### config.mk
export PLATFORM = sky130hd
export DESIGN_NAME = cmd_router
export DESIGN_NICKNAME = d
export VERILOG_FILES = /design/src/rtl/cmd_router.sv
export SDC_FILE = /design/constraint.sdc
export NUM_CORES = 1
export LEC_CHECK = 0
export BUFFER_PORTS_ARGS = -buffer_cell sky130_fd_sc_hd__buf_2
export CORE_UTILIZATION = 35
export CTS_BUF_LIST = sky130_fd_sc_hd__clkbuf_4 sky130_fd_sc_hd__clkbuf_8
export CTS_CLUSTER_SIZE = 30
export DETAILED_ROUTE_END_ITERATION = 12
export PLACE_DENSITY = 0.56
export SYNTH_ARGS = -nofsm -noshare
export SYNTH_HDL_FRONTEND = slang
export SYNTH_SLANG_ARGS = --single-unit
### constraint.sdc
create_clock -name clk -period 4.4 [get_ports clk]
set_input_delay 0.88 -clock clk [delete_from_list [all_inputs] [get_ports clk]]
set_output_delay 0.88 -clock clk [all_outputs]
set_load 0.03 [all_outputs]
### src/rtl/cmd_router.sv
// rtl/cmd_router.sv - table-driven command decoder routing payloads to ready/valid channels with per-command response byte
module cmd_router #(
    parameter int                        NUM_CHANNELS      = 4,
    parameter int                        MAX_PAYLOAD_BYTES = 32,
    parameter logic [NUM_CHANNELS*8-1:0] CH_OPCODES        = {8'hB0, 8'hA1, 8'hA0, 8'h00},
    parameter logic [NUM_CHANNELS*8-1:0] CH_LENGTHS        = {8'd17, 8'd30, 8'd1, 8'd0},
    parameter int                        TIMEOUT_CYCLES    = 1024
) (
    input  logic                           clk,
    input  logic                           rstn,
    input  logic                           cmd_in_valid,
    output logic                           cmd_in_ready,
    input  logic [7:0]                     cmd_in_data,
    output logic                           cmd_out_valid,
    input  logic                           cmd_out_ready,
    output logic [7:0]                     cmd_out_data,
    output logic [NUM_CHANNELS-1:0]        ch_out_valid,
    input  logic [NUM_CHANNELS-1:0]        ch_out_ready,
    output logic [8*MAX_PAYLOAD_BYTES-1:0] ch_out_data,
    output logic [7:0]                     ch_out_len,
    output logic [15:0]                    err_count
);

    localparam int DW = 8 * MAX_PAYLOAD_BYTES;
    localparam int TW = (TIMEOUT_CYCLES > 0) ? $clog2(TIMEOUT_CYCLES + 1) : 1;
    localparam logic [TW-1:0] TMO_LIMIT = TW'(TIMEOUT_CYCLES);

    localparam logic [7:0] RSP_UNKNOWN = 8'hEE;
    localparam logic [7:0] RSP_TIMEOUT = 8'hE1;

    typedef enum logic [1:0] {
        ST_IDLE,
        ST_PAYLOAD,
        ST_DELIVER,
        ST_RESPOND
    } state_e;

    state_e                  state_q, state_d;
    logic [NUM_CHANNELS-1:0] sel_q, sel_d;
    logic [7:0]              op_q, op_d;
    logic [7:0]              left_q, left_d;
    logic [7:0]              len_q, len_d;
    logic [DW-1:0]           asm_q, asm_d;
    logic [7:0]              resp_q, resp_d;
    logic [15:0]             err_q, err_d;
    logic [TW-1:0]           tmo_q, tmo_d;

    logic                    hit;
    logic [NUM_CHANNELS-1:0] hit_oh;
    logic [7:0]              hit_len;
    logic                    tmo_hit;
    logic                    in_fire;
    logic [15:0]             err_inc;

    // Timeout is judged on the registered counter so ready never depends on a same-cycle input.
    assign tmo_hit       = (TIMEOUT_CYCLES != 0) && (state_q == ST_PAYLOAD) && (tmo_q == TMO_LIMIT);
    assign cmd_in_ready  = (state_q == ST_IDLE) || ((state_q == ST_PAYLOAD) && !tmo_hit);
    assign cmd_out_valid = (state_q == ST_RESPOND);
    assign ch_out_valid  = (state_q == ST_DELIVER) ? sel_q : '0;
    assign cmd_out_data  = resp_q;
    assign ch_out_data   = asm_q;
    assign ch_out_len    = len_q;
    assign err_count     = err_q;
    assign in_fire       = cmd_in_valid && cmd_in_ready;
    assign err_inc       = (err_q == 16'hFFFF) ? err_q : err_q + 16'd1;

    always_comb begin
        hit     = 1'b0;
        hit_oh  = '0;
        hit_len = '0;
        for (int i = 0; i < NUM_CHANNELS; i++) begin
            if (!hit && (cmd_in_data == CH_OPCODES[8*i +: 8])) begin
                hit        = 1'b1;
                hit_oh[i]  = 1'b1;
                hit_len    = CH_LENGTHS[8*i +: 8];
            end
        end
    end

    always_comb begin
        state_d = state_q;
        sel_d   = sel_q;
        op_d    = op_q;
        left_d  = left_q;
        len_d   = len_q;
        asm_d   = asm_q;
        resp_d  = resp_q;
        err_d   = err_q;
        tmo_d   = tmo_q;

        unique case (state_q)
            ST_IDLE: begin
                if (in_fire) begin
                    op_d  = cmd_in_data;
                    tmo_d = '0;
                    if (!hit) begin
                        resp_d  = RSP_UNKNOWN;
                        err_d   = err_inc;
                        state_d = ST_RESPOND;
                    end else begin
                        sel_d   = hit_oh;
                        len_d   = hit_len;
                        left_d  = hit_len;
                        asm_d   = '0;
                        state_d = (hit_len == 8'd0) ? ST_DELIVER : ST_PAYLOAD;
                    end
                end
            end
            ST_PAYLOAD: begin
                if (tmo_hit) begin
                    asm_d   = '0;
                    resp_d  = RSP_TIMEOUT;
                    err_d   = err_inc;
                    state_d = ST_RESPOND;
                end else if (in_fire) begin
                    asm_d       = asm_q << 8;
                    asm_d[7:0]  = cmd_in_data;
                    left_d      = left_q - 8'd1;
                    tmo_d       = '0;
                    if (left_q == 8'd1) begin
                        state_d = ST_DELIVER;
                    end
                end else if (TIMEOUT_CYCLES != 0) begin
                    tmo_d = tmo_q + TW'(1);
                end
            end
            ST_DELIVER: begin
                if (|(ch_out_ready & sel_q)) begin
                    resp_d  = op_q;
                    state_d = ST_RESPOND;
                end
            end
            ST_RESPOND: begin
                if (cmd_out_ready) begin
                    state_d = ST_IDLE;
                end
            end
            default: state_d = ST_IDLE;
        endcase
    end

    always_ff @(posedge clk or negedge rstn) begin
        if (!rstn) begin
            state_q <= ST_IDLE;
            sel_q   <= '0;
            op_q    <= '0;
            left_q  <= '0;
            len_q   <= '0;
            asm_q   <= '0;
            resp_q  <= '0;
            err_q   <= '0;
            tmo_q   <= '0;
        end else begin
            state_q <= state_d;
            sel_q   <= sel_d;
            op_q    <= op_d;
            left_q  <= left_d;
            len_q   <= len_d;
            asm_q   <= asm_d;
            resp_q  <= resp_d;
            err_q   <= err_d;
            tmo_q   <= tmo_d;
        end
    end

endmodule

# Word level (Yosys, flattened, before mapping)
# Cells that the tools add are included.
[op_classes] n_bitwise=1 n_eq_ne=19 reduce_logical=25 add_sub_neg=3 n_mux=44
[ops] operator="2-to-1 mux 256 bit" n=4
[ops] operator="case mux 256 bit (2 select lines)" n=1
[ops] operator="2-to-1 mux 8 bit" n=10
[ops] operator="2-to-1 mux 16 bit" n=4
[ops] operator="2-to-1 mux 11 bit" n=3
[ops] operator="case mux 16 bit (2 select lines)" n=1
[ops] operator="== test 8 bit (second input constant)" n=3
[ops] operator="case mux 8 bit (3 select lines)" n=1
[ops] operator="case mux 11 bit (2 select lines)" n=1
[ops] operator="adder 16 x 1 -> 16 bit (second input constant)" n=1
[ops] operator="== test 16 bit (second input constant)" n=1
[ops] operator="zero test 8 bit" n=2
[ops] operator="2-to-1 mux 2 bit" n=8
[ops] operator="case mux 8 bit (2 select lines)" n=1
[ops] operator="AND reduction 5 bit" n=3
[ops] operator="!= test 2 bit (second input constant)" n=6
[ops] operator="adder 11 x 1 -> 11 bit (second input constant)" n=1
[ops] operator="== test 11 bit (second input constant)" n=1
[ops] operator="== test 8 x 1 -> 1 bit (second input constant)" n=1
[ops] operator="2-to-1 mux 1 bit" n=8
[ops] operator="case mux 2 bit (4 select lines)" n=1
[ops] operator="AND reduction 4 bit" n=2
[ops] operator="subtractor 8 x 1 -> 8 bit (second input constant)" n=1
[ops] operator="logical AND 1 bit" n=6
[ops] operator="other kinds (15)" n=21
[word_totals] output_inout_bits=294 in_bits=16 reg_bits=321

# Depth between registers and ports, before layout
# Gate-level depths: netlist (run 1).
[logic_depth] ltp_word=16 ltp_mapped=11 ltp_nobuf=7

# Least setup slack after synthesis (run 1)
# OpenSTA, ideal clock, no wires.
[synth_path] path_kind="flip-flop to output port" startpoint="reg state_q[1]" endpoint="out cmd_in_ready" path_slack_ns=1.392 arrival_time_ns=2.128 required_ns=3.520 n_path_buf=3 stages_incl_launch_ff=9 cell_sequence="dfrtp_1 inv_1 ha_1 clkbuf_1 inv_1 a31oi_1 clkbuf_1 clkbuf_1 or2_2"
[synth_between] elab_chain_cells=5 elab_cells_between_ends=6 classes_between="1 x eq/ne; 5 x reduce/logical"
[synth_lines] item="start, declared" line="38" source="state_e state_q, state_d;"
[synth_lines] item="start signal, assigned" line="154" source="state_q <= state_d;"
[synth_lines] item="== test 2 x 1 -> 1 bit" line="56, 57"
[synth_lines] item="logical AND 1 bit" line="56" source="assign tmo_hit = (TIMEOUT_CYCLES != 0) && (state_q == ST_PAYLOAD) && (tmo_q == TMO_LIMIT);"
[synth_lines] item="zero test 1 bit" line="57" source="assign cmd_in_ready = (state_q == ST_IDLE) || ((state_q == ST_PAYLOAD) && !tmo_hit);"
[synth_lines] item="logical AND 1 bit" line="57"
[synth_lines] item="logical OR 1 bit (*)" line="57"
[synth_lines] item="end, declared" line="12" source="output logic cmd_in_ready,"
# Every way passes the cells marked *; elsewhere a longest branch is shown, timed or not.

# Final worst setup path (run 1)
# Ends and elaborated chain as after synthesis.

==> results of run 1 <==
[flip-flops by register name, indices dropped and copies added, names as in the netlist]
name	cells
state_q	2
ch_out_data	256
sel_q	4
op_q	8
left_q	8
cmd_out_data	8
ch_out_len	2
err_count	16
tmo_q	11
[through the flow]
| step | area [um2] | power [W] | utilization, % |
|---|---|---|---|
| after floorplan | 13400 | 0.00477 | - |
| after global placement | 15200 | 0.00527 | 40.4 |
| after detailed placement | 15200 | 0.00530 | 40.4 |
| after CTS | 16400 | 0.00831 | 43.7 |
| after global routing | 16400 | 0.00866 | 43.7 |
| final | 16400 | 0.00817 | 43.7 |
[per-layer routing]
metal / global-route usage, % / share of wire [%] / routed length [um]
met1: 26.0 / 46 / 16700
met2: 29.0 / 47 / 17300
met3: 4.13 / 4.8 / 1770
met4: 6.12 / 2.3 / 849
met5: 0 / 0 / 0
[area by class of cell]
class / count / area share (%)
repair buffers: 323 / 10.7
clock buffers: 89 / 6.78
multi-input cells: 1039 / 29.7
well taps: 511 / 3.90
inverters: 11 / 0.252
clock inverters: 11 / 0.656
flip-flops and latches: 315 / 48.0
[worst register-to-register path: stages, from the launching register on]
cell and delay (ns):
dfrtp_1 0.40, inv_1 0.13, ha_1 0.68, nand2_1 0.44
a311o_1 0.64, a21boi_4 0.26, buf_4 0.25, buf_12 0.24
nand2_1 0.17, o21ai_1 0.06
[worst paths after layout]
check                                 from               end  slack, ns
min                                   rstn   ch_out_data[66]       0.32
max in group asynchronous             rstn  ch_out_data[229]       3.06
max                             state_q[1]      cmd_in_ready       0.85
min reg2reg                cmd_out_data[1]   cmd_out_data[1]       0.48
max reg2reg                     state_q[1]  ch_out_data[121]       0.98
min in group clk           cmd_out_data[1]   cmd_out_data[1]       0.48
[placed cells by master, fill, tap and decap left out, drive strengths merged, types with 4 or more instances in the layout]
master and count:
nand2 571, buf 323, dfrtp 315, o21ai 284, clkbuf 89, nor2 21
nand4 18, nand3 16, xnor2 16, a21oi 12, nor3 11, inv 11
ha 10, clkinv 8, and2 7, and3 6, mux2 5, or4 5
nor3b 4, nand3b 4
[power by group]
group / total, W / leakage [nW] / internal (W) / switching [W]
Sequential: 0.00326 / 4.34 / 0.00309 / 0.000164
Clock: 0.00295 / 0.653 / 0.00171 / 0.00124
Combinational: 0.00196 / 2.85 / 0.000472 / 0.00149
[kinds of logic after synthesis]
logic type | count (synthesis)
xor+xnor | 18
compound gates | 324
flops | 315
buf+inv | 117
fa+ha+maj | 10
simple gates | 676
other cells | 1
mux | 8
==> flow_metrics.py, run 1 <==
metrics = {
    "setup_path": {
        "crit_chain": "inv_1 -> ha_1 -> buf_4 -> inv_1 -> a31oi_4 -> or2_2 -> buf_2",
        "cp_top_family": "buffers and inverters",
        "slowest_stage": "a31oi_4",
        "r2r_cells": 9,
        "path_buf_inv": 4,
        "arrival_ns": 2.67,
        "crit_top_cell": "inv_1",
        "critPathCaptureType": "output pin",
        "start_kind": "register",
        "worst-endpoint-required_ns": 3.52,
        "cp_max_fo": 17,
        "worst-path-stages": 7,
        "slowest_delay_ns": 0.42,
        "path_class": "reg2out",
    },
    "clock_network": {
        "cts_hold_buf": 0,
        "clock_latency_ns": 0.63,
        "h-tree-depth": 2,
        "clk_pin_slew_ns": 0.06,
        "cts_sinks": 315,
        "cts-root-buf": "clkbuf_8",
        "cts_inserted_buffers": 57,
        "cts_tree": "done",
        "postCtsSetupBuffers": 0,
        "cts_repair_resize_count": 0,
        "clock_path_buffers": 3,
    },
    "timing": {
        "rsz0062_at_grt": "false",
        "fin_skew_ns": 0.0316,
        "worstMarginPinSlew_ns": 0.998,
        "final-setup-viol-count": 0,
        "slew_violations": 0,
        "hold_viol": 0,
        "hold_ws_ns": 0.319,
        "tns_ns": 0,
        "fin_crit_sh_pct": 80.6,
        "finalWorstSetupSlack_ns": 0.855,
        "timing.fmax_mhz": 282,
        "finalCriticalPeriod_ns": 3.55,
        "relSlewSlack_pct": 33.5,
    },
    "power": {
        "power.leakage_nw": 7.85,
        "peakVddDrop_mv": 0.307,
        "power_density_nw_per_um2": 498,
    },
    "floorplan": {
        "die_x_um": 197,
        "coreArea_um2": 37600,
        "start_util_pct": 35.6,
        "die_area_um2": 39000,
        "rows": 71,
        "pin_count": 310,
        "die_h_um": 197,
    },
    "cells_and_area": {
        "seq_area_um2": 7880,
        "n_antenna_cell": 0,
        "nNetsFinal": 1773,
        "multi_input_area_um2": 4870,
        "instances_no_fill": 2299,
        "area_growth_pct": 22.8,
        "drive_gt1_share_pct": 24.4,
        "nFillCells": 3740,
    },
    "synthesis": {
        "synthSimpleGateAreaFrac_pct": 20.6,
        "synth_compound_area_share_pct": 12.9,
        "yosys_register_bits": 315,
        "synth_area_um2": 13400,
        "yosys_warnings": 0,
        "syn_inst": 1469,
        "synthArstFlopShare_pct": 100,
        "synth_top_area_share_pct": 59.0,
        "seq_area_frac_synth_pct": 59.0,
        "synth_xor_area_share_pct": 1.18,
        "synthTopCellsByArea": "dfrtp_1 59%, nand2_1 16%, o21ai_1 6.9%, o21ai_0 3.7%, clkbuf_1 2.1%",
        "yosysTopAreaCell": "dfrtp_1",
        "syn_avg_cell_area_um2": 9.10,
        "synth_top_family_by_area": "simple AND/OR/NAND/NOR gates",
        "synthTopCellsByCount": "571 x nand2_1, 315 x dfrtp_1, 185 x o21ai_1, 99 x o21ai_0, 76 x clkbuf_1",
        "ys.flop_type": "dfrtp_1",
        "synth_edf_count": 0,
        "synthMostInstantiatedCell": "nand2_1",
        "synthDistinctLibCells": 52,
        "synthAdderAreaFrac_pct": 0.936,
        "muxShareOfSynthArea_pct": 0.646,
    },
    "grt": {
        "grt_pass1_wl_um": 57800,
        "globalRouteTotalUtil_pct": 18.8,
        "grt_max_degree": 166,
        "antenna_found_initial": 0,
        "overflow": 0,
        "grt_pass1_vias": 10200,
    },
    "detailed_routing": {
        "drt_iter0_markers": 689,
        "viasPerCell": 4.69,
        "wl_per_cell_um": 15.9,
        "wirelength_um": 36600,
        "ant_nets": 0,
        "drc": 0,
        "vias": 10800,
        "drtPass1Iterations": 4,
    },
    "placement": {
        "globalplace.congestion": 0.797,
        "pre_cts_slack_ns": 1.03,
        "hpwl_um": 24400,
        "dp.cells": 2199,
        "port_buffers": 306,
    },
    "status": {
        "status": "finished clean",
    },
    "hold_path": {
        "hp-class": "in2async",
    },
    "job": {
        "cap_violations": 0,
    },
}
Power figures use the tool's default switching activity.
==> run 2, diff against run 1 <==
Settings changed: ABC_AREA set to 1, PLACE_DENSITY 0.56 to 0.57.
Clock period 4.4 ns to 3.1 ns, I/O delays scaled along.
==> run 2 against run 1 <==
Final cell count grew 22%. Wire length grew 23%. Total power grew to 2.8 times the previous value. Critical path depth shrank 1. Global-route usage grew 0.54 points. Register-to-register slack lost 0.31 ns. Count of clock-buffer cells in the layout grew 2. Combinational power grew to 5.5 times the previous value. Critical endpoint unchanged. Sequential cell count is the same. Final area grew 15%. Clock skew shrank 0.0057 ns.
==> flow_metrics.py, run 2 <==
metrics = {
    "detailed_routing": {
        "drc": 0,
        "wirelength_um": 45000,
        "wl_met3_um": 2710,
        "viasPerCell": 4.77,
        "met2_length_um": 20000,
        "ant_nets": 0,
        "drtPass1Iterations": 5,
        "wl_per_cell_um": 16.0,
        "drt_iter0_markers": 1102,
        "vias": 13400,
        "top_layer": "met5",
        "wl_met1_um": 21200,
    },
    "timing": {
        "slew_violations": 0,
        "finalCriticalPeriod_ns": 2.87,
        "finalWorstSetupSlack_ns": 0.227,
        "tns_ns": 0,
        "worstMarginPinSlew_ns": 0.819,
        "final-setup-viol-count": 0,
        "fin_crit_sh_pct": 92.7,
        "timing.fmax_mhz": 348,
        "rsz0062_at_grt": "false",
        "relSlewSlack_pct": 45.4,
        "fin_skew_ns": 0.0259,
        "hold_viol": 0,
    },
    "power": {
        "p_switching_w": 0.0114,
        "seq_power_share_pct": 32.6,
        "peakVddDrop_mv": 0.696,
        "power_density_nw_per_um2": 1200,
        "p_comb_share_pct": 47.3,
        "swShare_pct": 50.3,
        "power.leakage_nw": 10.4,
        "p_int_w": 0.0113,
        "p_clk_share_pct": 20.2,
    },
    "setup_path": {
        "arrival_ns": 2.25,
        "worst-endpoint-required_ns": 2.48,
        "cp_max_fo": 12,
        "crit_start": "state_q[1]",
        "r2r-start": "state_q[0]",
        "critPathCaptureType": "output pin",
        "start_kind": "register",
        "r2r_slack_ns": 0.67,
        "path_class": "reg2out",
    },
    "grt": {
        "antenna_found_initial": 1,
        "grt_pass1_vias": 12600,
        "overflow": 0,
        "grt_pass1_wl_um": 70200,
        "grt_max_degree": 148,
        "globalRouteTotalUtil_pct": 19.3,
    },
    "floorplan": {
        "die_x_um": 214,
        "die_h_um": 214,
        "rows": 77,
        "die_area_um2": 45700,
        "pin_count": 310,
        "start_util_pct": 35.5,
        "coreArea_um2": 44200,
    },
    "cells_and_area": {
        "n_antenna_cell": 0,
        "area_growth_pct": 20.3,
        "nNetsFinal": 2203,
        "largest_register_ffs": 256,
        "final_cell_mix": "933 x nand2_1, 315 x dfrtp_1, 305 x buf_2",
        "drive_gt1_share_pct": 21.6,
        "final_common_cell": "nand2_1",
    },
    "placement": {
        "globalplace.congestion": 0.907,
        "hpwl_um": 28600,
        "port_buffers": 306,
        "pre_cts_slack_ns": 0.609,
    },
    "synthesis": {
        "synthDistinctLibCells": 30,
        "synth_top_area_share_pct": 50.2,
        "synthTopCellsByCount": "933 x nand2_1, 315 x dfrtp_1, 248 x nand3b_1, 58 x buf_2, 55 x nor2_1",
        "yosysTopAreaCell": "dfrtp_1",
        "yosys_warnings": 0,
        "synthTopCellsByArea": "dfrtp_1 50%, nand2_1 22%, nand3b_1 12%, buf_6 2.1%, buf_2 1.8%",
        "synthArstFlopShare_pct": 100,
        "yosys_register_bits": 315,
        "synthMostInstantiatedCell": "nand2_1",
        "synth_area_um2": 15700,
        "seq_area_frac_synth_pct": 50.2,
        "synth_edf_count": 0,
        "syn_inst": 1908,
        "ys.flop_type": "dfrtp_1",
        "syn_avg_cell_area_um2": 8.23,
    },
    "clock_network": {
        "h-tree-depth": 2,
        "cts-root-buf": "clkbuf_8",
        "clk_pin_slew_ns": 0.06,
        "cts_sinks": 315,
        "postCtsSetupBuffers": 0,
        "cts_tree": "done",
        "clock_path_buffers": 3,
        "clock_latency_ns": 0.65,
        "cts_inserted_buffers": 58,
    },
    "job": {
        "cap_violations": 0,
    },
    "status": {
        "status": "finished clean",
    },
    "hold_path": {
        "hp-class": "in2reg",
        "worst_hold_startpoint": "cmd_in_data[2]",
    },
}
[run 2: changes by cell type after synthesis, moves of 9 or more]
| cell | change |
|---|---|
| nand2_1 | +362 |
| nand3b_1 | +244 |
| o21ai_1 | -183 |
| o21ai_0 | -70 |
| clkbuf_1 | -68 |
| buf_2 | +56 |
| inv_1 | +38 |
| nand3_1 | +34 |
| nor2_1 | +34 |
| buf_4 | +24 |
| nand2_2 | +14 |
| inv_2 | +9 |
| xor2_1 | +9 |
[run 2: per-stage QoR]
step           area (um2)  total power (W)  hold slack (ns)  util [%]  cells
2_1_floorplan       15700           0.0149            0.324         -   1910
3_3_place_gp        17500           0.0182            0.448      39.6   2708
3_5_place_dp        17500           0.0183            0.455      39.6   2708
4_1_cts             18900           0.0230            0.192      42.7   2815
5_1_grt             18900           0.0243            0.227      42.7   2815
6_report            18900           0.0227            0.263      42.7   2815
[run 2: cell type report]
| class | count | area, um2 |
|---|---|---|
| Clock inverter | 15 | 159 |
| Clock buffer | 91 | 1200 |
| Sequential cell | 315 | 7880 |
| Multi-Input combinational cell | 1410 | 6730 |
| Fill cell | 4463 | 25300 |
| Tap cell | 592 | 741 |
| Timing Repair Buffer | 333 | 1930 |
| Inverter | 59 | 229 |
[run 2: power by group through the flow]
stage | registers [W] | clock network (W) | logic (W)
global route | 0.00766 | 0.00493 | 0.0117
finish | 0.00741 | 0.00458 | 0.0107
CTS | 0.00741 | 0.00475 | 0.0108
detailed placement | 0.00745 | 0 | 0.0108
floorplan | 0.0103 | 0 | 0.00457
global placement | 0.00742 | 0 | 0.0108
[run 2: logic make-up after synthesis]
logic type               after synthesis  share of synthesized area [%]
other                                  1                         0.0239
adder cells (fa/ha/maj)               10                          0.797
AND/OR/NAND/NOR                     1341                           39.6
XOR/XNOR                              19                           1.06
AO/OA/AOI/OAI                         37                           1.20
flip-flops                           315                           50.2
buffers and inverters                185                           7.08
[run 2: what timing repair did]
item / 4_1_cts / 5_1_grt
endpoints found under the setup margin: 0 / 1
endpoints found under the hold margin: 52 / 0
gates resized for setup: 0 / 1
hold buffers: 1 / 0
[run 2: path summary, 6_finish.rpt]
| path | end | cells after the start |
|---|---|---|
| max | cmd_in_ready | 6 |
| min | op_q[2] | 3 |
| max reg2reg | ch_out_data[58] | 11 |
| min reg2reg | ch_out_data[252] | 2 |
| max in group asynchronous | ch_out_data[118] | 3 |
| min in group asynchronous | ch_out_data[247] | 2 |
[run 2: worst max-delay path: stages, from the launching register on]
cell	delay, ns
dfrtp_1	0.41
inv_1	0.13
ha_2	0.31
buf_4	0.25
nand2_4	0.13
nand2_1	0.15
buf_2	0.22
[run 2: layer usage]
| layer | global-route usage [%] | vias up |
|---|---|---|
| li1 | - | 6548 |
| met3 | 4.20 | 73 |
| met4 | 5.71 | 2 |
| met5 | 0 | - |
| met1 | 27.8 | 6409 |
| met2 | 28.9 | 401 |
==> run 3, diff against run 2 <==
Settings changed: PLACE_DENSITY 0.57 to not set, RECOVER_POWER set to 100.
==> run 3 against run 2 <==
The run now ends with max-capacitance violations, max-slew violations left. Critical path depth unchanged. Worst hold slack got worse by 0.0072 ns. Final cell count fell by 0.36%. First-iteration DRC count is 2.6% higher. Count of clock-buffer cells in the layout did not move. Setup slack got worse by 0.014 ns. Sequential power grew 1%. Register-to-register slack lost 0.38 ns. Global-route usage grew 0.13 points. Core utilization shrank 1.6 points. Critical path type unchanged. Critical endpoint unchanged.
==> flow_metrics.py, run 3 (synthesized netlist as in run 2, its figures left out) <==
metrics = {
    "cells_and_area": {
        "area_growth_pct": 15.6,
        "fin_area_um2": 18200,
        "final_common_cell": "nand2_1",
        "drive_gt1_share_pct": 7.50,
        "n_antenna_cell": 0,
        "final_cell_mix": "944 x nand2_1, 315 x dfrtp_1, 290 x clkbuf_1",
        "nFillCells": 4685,
        "nNetsFinal": 2201,
        "largest_register_ffs": 256,
    },
    "grt": {
        "grt_pass1_wl_um": 70800,
        "grt_max_degree": 168,
        "antenna_found_initial": 0,
        "globalRouteTotalUtil_pct": 19.4,
        "overflow": 0,
        "grt_pass1_vias": 12700,
    },
    "setup_path": {
        "worst-endpoint-required_ns": 2.48,
        "start_kind": "register",
        "worstReg2RegEnd": "ch_out_data[30]",
        "arrival_ns": 2.27,
        "r2r_slack_ns": 0.29,
        "r2r-start": "state_q[1]",
        "critPathCaptureType": "output pin",
        "cp_max_fo": 10,
        "path_class": "reg2out",
        "r2r_cells": 11,
    },
    "detailed_routing": {
        "wirelength_um": 45400,
        "drt_iter0_markers": 1131,
        "drc": 0,
        "ant_nets": 0,
        "wl_per_cell_um": 16.2,
        "vias": 13500,
        "drtPass1Iterations": 5,
        "viasPerCell": 4.80,
    },
    "hold_path": {
        "hp-class": "in2reg",
        "min_to": "op_q[3]",
        "worst_hold_startpoint": "cmd_in_data[3]",
        "holdPathStages": 3,
    },
    "timing": {
        "tns_ns": 0,
        "fin_crit_sh_pct": 93.1,
        "worstMarginPinSlew_ns": 2.23,
        "relSlewSlack_pct": -48.5,
        "fin_skew_ns": 0.0354,
        "slew_violations": 77,
        "hold_viol": 0,
        "final-setup-viol-count": 0,
        "timing.fmax_mhz": 346,
        "finalCriticalPeriod_ns": 2.89,
        "rsz0062_at_grt": "false",
        "hold_ws_ns": 0.256,
    },
    "clock_network": {
        "clock_path_buffers": 3,
        "cts-root-buf": "clkbuf_8",
        "clk_pin_slew_ns": 0.06,
        "clock_latency_ns": 0.64,
        "cts_sinks": 315,
        "cts_tree": "done",
        "postCtsSetupBuffers": 0,
        "h-tree-depth": 2,
        "cts_inserted_buffers": 56,
    },
    "floorplan": {
        "start_util_pct": 35.5,
        "rows": 77,
        "die_area_um2": 45700,
        "coreArea_um2": 44200,
        "die_x_um": 214,
        "pin_count": 310,
        "die_h_um": 214,
    },
    "power": {
        "peakVddDrop_mv": 0.636,
        "power_density_nw_per_um2": 1190,
        "power.leakage_nw": 9.01,
    },
    "job": {
        "cap_violations": 1,
    },
    "placement": {
        "globalplace.congestion": 0.915,
        "port_buffers": 306,
        "place_area_um2": 17500,
        "hpwl_um": 29200,
    },
    "status": {
        "status": "finished with violations",
        "violations": "max-capacitance violations, max-slew violations",
    },
}
[run 3: cell types whose count changed in the layout (fill, tap and decap cells not counted), sizes merged]
cell,delta
buf,-295
clkbuf,+295
clkinv,-6
bufinv,-3
inv,-1
[run 3: worst max-delay path by stage]
stage / slack (ns) / endpoint / start
after detailed placement: 0.56 / ch_out_data[249] / tmo_q[0]
final: 0.21 / cmd_in_ready / state_q[1]
after global placement: 0.57 / ch_out_data[34] / tmo_q[0]
after global routing: 0.05 / err_count[12] / rstn
after CTS: 0.01 / cmd_in_ready / state_q[1]
after floorplan: 1.22 / err_count[14] / err_count[0]
[run 3: metrics by stage]
step / power, W / instances / utilization [%] / setup WS, ns
3_3_place_gp: 0.0182 / 2708 / 39.6 / 0.575
5_1_grt: 0.0231 / 2805 / 41.0 / 0.0459
2_1_floorplan: 0.0149 / 1910 / - / 1.22
3_5_place_dp: 0.0183 / 2708 / 39.6 / 0.559
4_1_cts: 0.0224 / 2805 / 42.2 / 0.0143
6_report: 0.0216 / 2805 / 41.0 / 0.213
[run 3: layer usage]
| metal | GRT usage (%) | wire [um] | up-vias |
|---|---|---|---|
| met4 | 6.70 | 1160 | 0 |
| met2 | 30.0 | 20700 | 391 |
| met5 | 0 | 0 | - |
| li1 | - | - | 6532 |
| met1 | 26.9 | 21000 | 6459 |
| met3 | 4.14 | 2520 | 78 |
[run 3: power breakdown]
group	switching, W	internal, W	leakage [nW]	total (W)
clock	0.00174	0.00226	0.612	0.00400
sequential	0.00165	0.00585	4.27	0.00750
combinational	0.00796	0.00213	4.13	0.0101
total	0.0114	0.0102	9.01	0.0216
[run 3: area by class of cell]
type / count / area (um2) / share of cell area (%)
clock buffer: 91 / 1120 / 6.18
clock inverter: 5 / 30.0 / 0.165
inverter: 59 / 229 / 1.26
multi-input combinational: 1410 / 6670 / 36.8
sequential: 315 / 7880 / 43.4
tap: 592 / 741 / 4.08
timing repair buffer: 333 / 1480 / 8.14
[run 3: what timing repair did]
| action | 4_1_cts | 5_1_grt |
|---|---|---|
| hold endpoints to repair | 56 | 0 |
| gates resized for setup | 0 | 1 |
| hold buffers | 1 | 0 |
| setup endpoints to repair | 0 | 1 |
[run 3: worst max-delay path: stages (launching register included)]
cell      delay, ns
dfrtp_1        0.42
inv_1          0.13
ha_2           0.34
buf_4          0.25
nand2_4        0.11
nand2_1        0.15
clkbuf_2       0.23
